`src/rtl/if_pkg.sv`:
```
// Shared definitions for the instruction-fetch unit: FSM encoding,
// datapath constants and the fetch address range check.
package if_pkg;

  // FSM state encoding, kept as plain constants for legacy compatibility.
  localparam logic [1:0] ST_BOOT  = 2'd0;
  localparam logic [1:0] ST_RUN   = 2'd1;
  localparam logic [1:0] ST_HALT  = 2'd2;
  localparam logic [1:0] ST_FAULT = 2'd3;

  localparam int unsigned INSTR_W = 32;
  localparam logic [31:0] PC_STEP = 32'd4;

  // A fetch is legal only when the full word index lies inside the memory.
  // The whole index is compared, not just the bits that address the memory,
  // so a PC that wraps or runs past the end is caught.
  function automatic logic word_in_range(input logic [29:0] word_idx,
                                         input int unsigned mem_words);
    return {2'b00, word_idx} < mem_words;
  endfunction

endpackage

```
`src/rtl/if_out_stage.sv`:
```
// Valid/ready output register with flush. A push loads new data and sets
// valid; otherwise an accepted entry drains. Flush drops valid and
// overrides everything else. The producer must only push when the slot
// is free or being accepted in the same cycle.
module if_out_stage #(
  parameter int unsigned DATA_W = 64
) (
  input  logic              clk,
  input  logic              rst_n,
  input  logic              push,
  input  logic              flush,
  input  logic              ready,
  input  logic [DATA_W-1:0] data_in,
  output logic              valid,
  output logic [DATA_W-1:0] data_out
);

  // Valid flag: flush beats push, push beats drain.
  // NOTE: state registers use non-blocking assignments so every flop
  // samples pre-edge values regardless of statement order.
  always_ff @(posedge clk or negedge rst_n) begin
    if (!rst_n) begin
      valid <= 1'b0;
    end else if (flush) begin
      valid <= 1'b0;
    end else if (push) begin
      valid <= 1'b1;
    end else if (valid && ready) begin
      valid <= 1'b0;
    end
  end

  // Payload register: only changes on a push, so it is stable while stalled.
  always_ff @(posedge clk or negedge rst_n) begin
    if (!rst_n) begin
      data_out <= '0;
    end else if (push && !flush) begin
      data_out <= data_in;
    end
  end

endmodule

```
`src/rtl/fetch_controller.sv`:
```
// Instruction fetch controller: sequences the PC, reads the combinational
// instruction memory and hands instructions to decode through a registered
// valid/ready slot. Handles redirects, halt/resume and a sticky fetch fault.
module fetch_controller
  import if_pkg::*;
#(
  parameter logic [31:0] RESET_PC  = 32'h0000_0000,
  parameter int unsigned MEM_WORDS = 256
) (
  input  logic               clk,
  input  logic               rst_n,
  output logic [31:0]        imem_addr,
  input  logic [INSTR_W-1:0] imem_data,
  input  logic               redirect_valid,
  input  logic [31:0]        redirect_target,
  input  logic               halt_req,
  output logic               if_valid,
  input  logic               if_ready,
  output logic [INSTR_W-1:0] if_instr,
  output logic [31:0]        if_pc,
  output logic               fault,
  output logic [31:0]        fetch_count
);

  logic [1:0]  state, state_nxt;
  logic [31:0] pc, pc_nxt;
  logic        fault_nxt;
  logic        push, flush, load;

  assign imem_addr = pc;
  // The slot can take a new instruction when empty or being drained now.
  assign load = !if_valid || if_ready;

  // Next-state, next-PC and output-stage control.
  // NOTE: every always_comb output gets a default first so no path
  // leaves a signal unassigned and infers a latch.
  always_comb begin
    state_nxt = state;
    pc_nxt    = pc;
    fault_nxt = fault;
    push      = 1'b0;
    flush     = 1'b0;
    if (state == ST_BOOT) begin
      state_nxt = halt_req ? ST_HALT : ST_RUN;
    end else if (redirect_valid) begin
      // Redirect wins over stall, halt and fault; no fetch this cycle.
      flush  = 1'b1;
      pc_nxt = redirect_target;
      if (redirect_target[1:0] != 2'b00) begin
        state_nxt = ST_FAULT;
        fault_nxt = 1'b1;
      end else if (state == ST_FAULT) begin
        state_nxt = ST_RUN;
        fault_nxt = 1'b0;
      end
    end else if (state == ST_RUN) begin
      if (load) begin
        if (word_in_range(pc[31:2], MEM_WORDS)) begin
          push   = 1'b1;
          pc_nxt = pc + PC_STEP;
          if (halt_req) state_nxt = ST_HALT;
        end else begin
          // PC stays on the offending address for debug.
          state_nxt = ST_FAULT;
          fault_nxt = 1'b1;
        end
      end else if (halt_req) begin
        state_nxt = ST_HALT;
      end
    end else if (state == ST_HALT) begin
      if (!halt_req) state_nxt = ST_RUN;
    end
  end

  // FSM, PC and sticky fault registers.
  always_ff @(posedge clk or negedge rst_n) begin
    if (!rst_n) begin
      state <= ST_BOOT;
      pc    <= RESET_PC;
      fault <= 1'b0;
    end else begin
      state <= state_nxt;
      pc    <= pc_nxt;
      fault <= fault_nxt;
    end
  end

  // Count decode acceptances; flushes do not undo an accepted handshake.
  always_ff @(posedge clk or negedge rst_n) begin
    if (!rst_n) begin
      fetch_count <= '0;
    end else if (if_valid && if_ready) begin
      fetch_count <= fetch_count + 32'd1;
    end
  end

  logic [31+INSTR_W:0] out_data;

  if_out_stage #(
    .DATA_W (32 + INSTR_W)
  ) u_out_stage (
    .clk      (clk),
    .rst_n    (rst_n),
    .push     (push),
    .flush    (flush),
    .ready    (if_ready),
    .data_in  ({pc, imem_data}),
    .valid    (if_valid),
    .data_out (out_data)
  );

  assign if_pc    = out_data[31+INSTR_W:INSTR_W];
  assign if_instr = out_data[INSTR_W-1:0];

endmodule
```
`config.mk`:
```
export PLATFORM = sky130hd
export DESIGN_NAME = fetch_controller
export DESIGN_NICKNAME = d
export VERILOG_FILES = /design/src/rtl/if_pkg.sv /design/src/rtl/if_out_stage.sv /design/src/rtl/fetch_controller.sv
export SDC_FILE = /design/constraint.sdc
export NUM_CORES = 1
export LEC_CHECK = 0
export ABC_AREA = 1
export CAP_MARGIN = 0
export CORE_MARGIN = 4
export CORE_UTILIZATION = 40
export CTS_CLUSTER_SIZE = 10
export DETAILED_ROUTE_END_ITERATION = 12
export MAX_ROUTING_LAYER = met4
export PLACE_DENSITY = 0.81
export SYNTH_ARGS = -nofsm -noshare
export SYNTH_HDL_FRONTEND = slang
export SYNTH_SLANG_ARGS = --single-unit
```
`constraint.sdc`:
```
create_clock -name clk -period 3.3 [get_ports clk]
set_input_delay 0.495 -clock clk [delete_from_list [all_inputs] [get_ports clk]]
set_output_delay 0.495 -clock clk [all_outputs]
set_load 0.02 [all_outputs]
```
==> flow_metrics.py <==
metrics = {
    "routing": {
        "routed_wl_mm": 19.40,
        "ant_nets": 0,
        "wl_per_cell_um": 14.16,
        "drt_iter0_drc": 415,
        "post-route-drc-count": 0,
        "vias_per_cell": 4.829,
        "first_pass_iters": 5,
        "num_vias": 6616,
    },
    "logic_synthesis": {
        "yosys_warnings": 0,
        "synth.distinct_cells": 41,
        "synthMuxAreaShare_pct": 0.4279,
        "seq_area_frac_synth_pct": 47.07,
        "syn_area_per_cell_um2": 7.522,
        "synth_top_family_by_area": "simple AND/OR/NAND/NOR gates",
        "synth_area_um2": 7018,
        "syn_inst": 933,
        "syn_nets": 1007,
        "synth_fa_ha_area_share_pct": 0.8914,
        "synth_simple_gate_area_share_pct": 37.32,
        "ys_ff_latch": 132,
        "synth_compound_area_share_pct": 3.512,
        "synth_xor_xnor_area_share_pct": 3.245,
    },
    "placement": {
        "dpl_cell_area_um2": 9188,
        "io_buffer_count": 198,
        "gp_congestion": 0.9305,
        "dpl.hpwl_mm": 14.46,
        "placedCellCount": 1338,
    },
    "setup_path": {
        "end_kind": "flop",
        "critical_path.cell_chain": "inv_1 -> ha_1 -> inv_2 -> nand2_1 -> nor2_2 -> nand4_4 -> inv_2 -> buf_12 -> nand2_1 -> nand2_1",
        "path_max_fanout": 32,
        "crit_start": "state[0]",
        "crit_required_ps": 3650,
        "max_stage_delay_ps": 490,
        "critPathBufInv": 4,
        "worstSetupPathType": "flop to flop",
        "worst_ep_arrival_time_ps": 2620,
        "slowest_stage": "inv_2",
        "r2r-start": "state[0]",
        "rrSetupSlack_ps": 1020,
        "r2r-end": "u_out_stage.data_out[39]",
        "crit_family": "buffers and inverters",
        "reg2reg_depth": 10,
        "crit_top_cell": "nand2_1",
        "startpoint_type": "flop",
    },
    "clock_network": {
        "clkSlewWorstSetupHoldPaths_ps": 60,
        "cts_buffer_depth": 2,
        "cts_setup_buffers": 0,
        "htree_levels": 4,
        "cts.sinks": 132,
        "cts-hold-fix-buffers": 0,
        "cts_root_buffer": "clkbuf_16",
        "clock_latency_ps": 420,
        "cts_resized": 0,
        "cts_tree": "yes",
        "numCtsBuffers": 17,
    },
    "sta": {
        "report.final.slew_viol_count": 0,
        "slew_headroom_pct": 57.80,
        "timing.final.crit_period_ps": 2275,
        "tightest_slew_ps": 632.1,
        "post-route-period-util_pct": 68.95,
        "finalSetupViolCount": 0,
        "grt_setup_unrepaired": "false",
        "hold_violations": 0,
        "clock_skew_ps": 7.816,
        "setup-tns-final_ps": 0,
        "timing.fmax_mhz": 439.5,
    },
    "floorplanning": {
        "dieArea_um2": 19730,
        "die_x_um": 140.5,
        "io_pins": 199,
        "core_um2": 17240,
        "die_h_um": 140.5,
        "num_rows": 48,
        "initial_utilization_pct": 40.72,
    },
    "cells_and_area": {
        "nets": 1206,
        "final_cell_mix": "357 x nand2_1, 197 x clkdlybuf4s50_1, 132 x dfrtp_1",
        "final_common_cell": "nand2_1",
        "area_delta_synth_final_pct": 39.70,
        "postLayoutCellArea_um2": 9804,
        "nFillCells": 1561,
        "fin_util_pct": 56.88,
        "diodes": 0,
        "post_layout_nonfiller_instances": 1370,
        "drive_gt1_share_pct": 8.122,
    },
    "grt": {
        "grt.total_usage_pct": 20.67,
        "grt_pass1_wl_mm": 32.30,
        "grt_max_degree": 76,
        "globalRoute.totalOverflow": 0,
        "antenna_found_initial": 0,
        "grt_pass1_vias": 6613,
    },
    "job": {
        "cap_violations": 0,
    },
    "outcome": {
        "outcome": "complete, no violations",
    },
    "hold_path": {
        "hold_path_class": "primary input to asynchronous set/reset pin",
    },
    "pwr": {
        "ir_worst_vdd_mv": 0.4626,
        "power_per_cell_area_nw_per_um2": 582.0,
        "total_power_mw": 5.706,
        "p_leak_nw": 4.692,
    },
}
worst max path at each step:
stage | endpoint | slack [ps] | depth (start not counted)
CTS | u_out_stage.data_out[39] | 1020 | 10
detailed placement | imem_addr[8] | 870 | 6
global route | u_out_stage.data_out[39] | 830 | 10
floorplan | u_out_stage.data_out[44] | 1600 | 10
finish | u_out_stage.data_out[39] | 1020 | 10
global placement | imem_addr[14] | 940 | 6
kinds of logic (layout without fill, tap and decap cells):
family / Yosys count / in the layout
AND/OR/NAND/NOR: 603 / 603
buffers and inverters: 121 / 333
adder cells (fa/ha/maj): 5 / 5
XOR/XNOR: 26 / 26
multiplexers: 3 / 3
flip-flops: 132 / 132
AO/OA/AOI/OAI: 43 / 43
where the power goes:
| group | internal, mW | switching, mW | total [mW] |
|---|---|---|---|
| sequential | 1.81 | 0.343 | 2.15 |
| combinational | 0.680 | 0.914 | 1.59 |
| clock | 1.22 | 0.744 | 1.96 |
| total | 3.71 | 2.00 | 5.71 |
layout make-up:
type                    count  area (um2)  share of cell area, %
flip-flops and latches    132        3303                  33.69
multi-input cells         680        3186                  32.49
repair buffers            204        2053                  20.94
clock buffers              18       439.2                  4.479
inverters                  97       364.1                  3.714
well taps                 225       281.5                  2.871
clock inverters            14       177.7                  1.812
synth_stat cells, drive strengths merged:
library cell / number / area (um2)
a211oi: 1 / 7.510
a21oi: 6 / 33.78
a31oi: 1 / 6.260
and3: 1 / 6.260
buf: 13 / 123.9
clkbuf: 11 / 41.29
dfrtp: 132 / 3303
ha: 5 / 62.56
inv: 97 / 364.1
mux2i: 3 / 30.03
nand2: 365 / 1395
nand3: 69 / 405.4
nand3b: 4 / 33.78
nand4: 7 / 58.81
nor2: 121 / 493.0
nor3: 21 / 131.4
nor3b: 1 / 7.510
nor4: 1 / 6.260
o211ai: 1 / 7.510
o21ai: 33 / 183.9
o21bai: 1 / 7.510
or2: 13 / 81.33
xnor2: 7 / 61.31
xor2: 19 / 166.4
routing by layer:
layer | global-route usage [%] | up-vias | wire [um]
li1 | - | 3287 | -
met1 | 26.56 | 3062 | 8639
met2 | 32.84 | 233 | 9188
met3 | 3.551 | 34 | 1102
met4 | 7.853 | 0 | 465
met5 | - | - | 0
flip-flops by register name, indices dropped and copies added, names as in the netlist:
name and flops:
state 2, fetch_count 32, u_out_stage.valid 1, imem_addr 32, u_out_stage.data_out 64, fault 1
stage by stage:
stage / worst slack [ps] / hold WS, ps
2_1_floorplan: 1603 / 199.4
4_1_cts: 1017 / 57.42
6_report: 1025 / 44.09
3_3_place_gp: 937.9 / 460.8
5_1_grt: 829.5 / 77.59
3_5_place_dp: 870.4 / 464.7
Note: power is estimated with default switching activity, not from simulation.
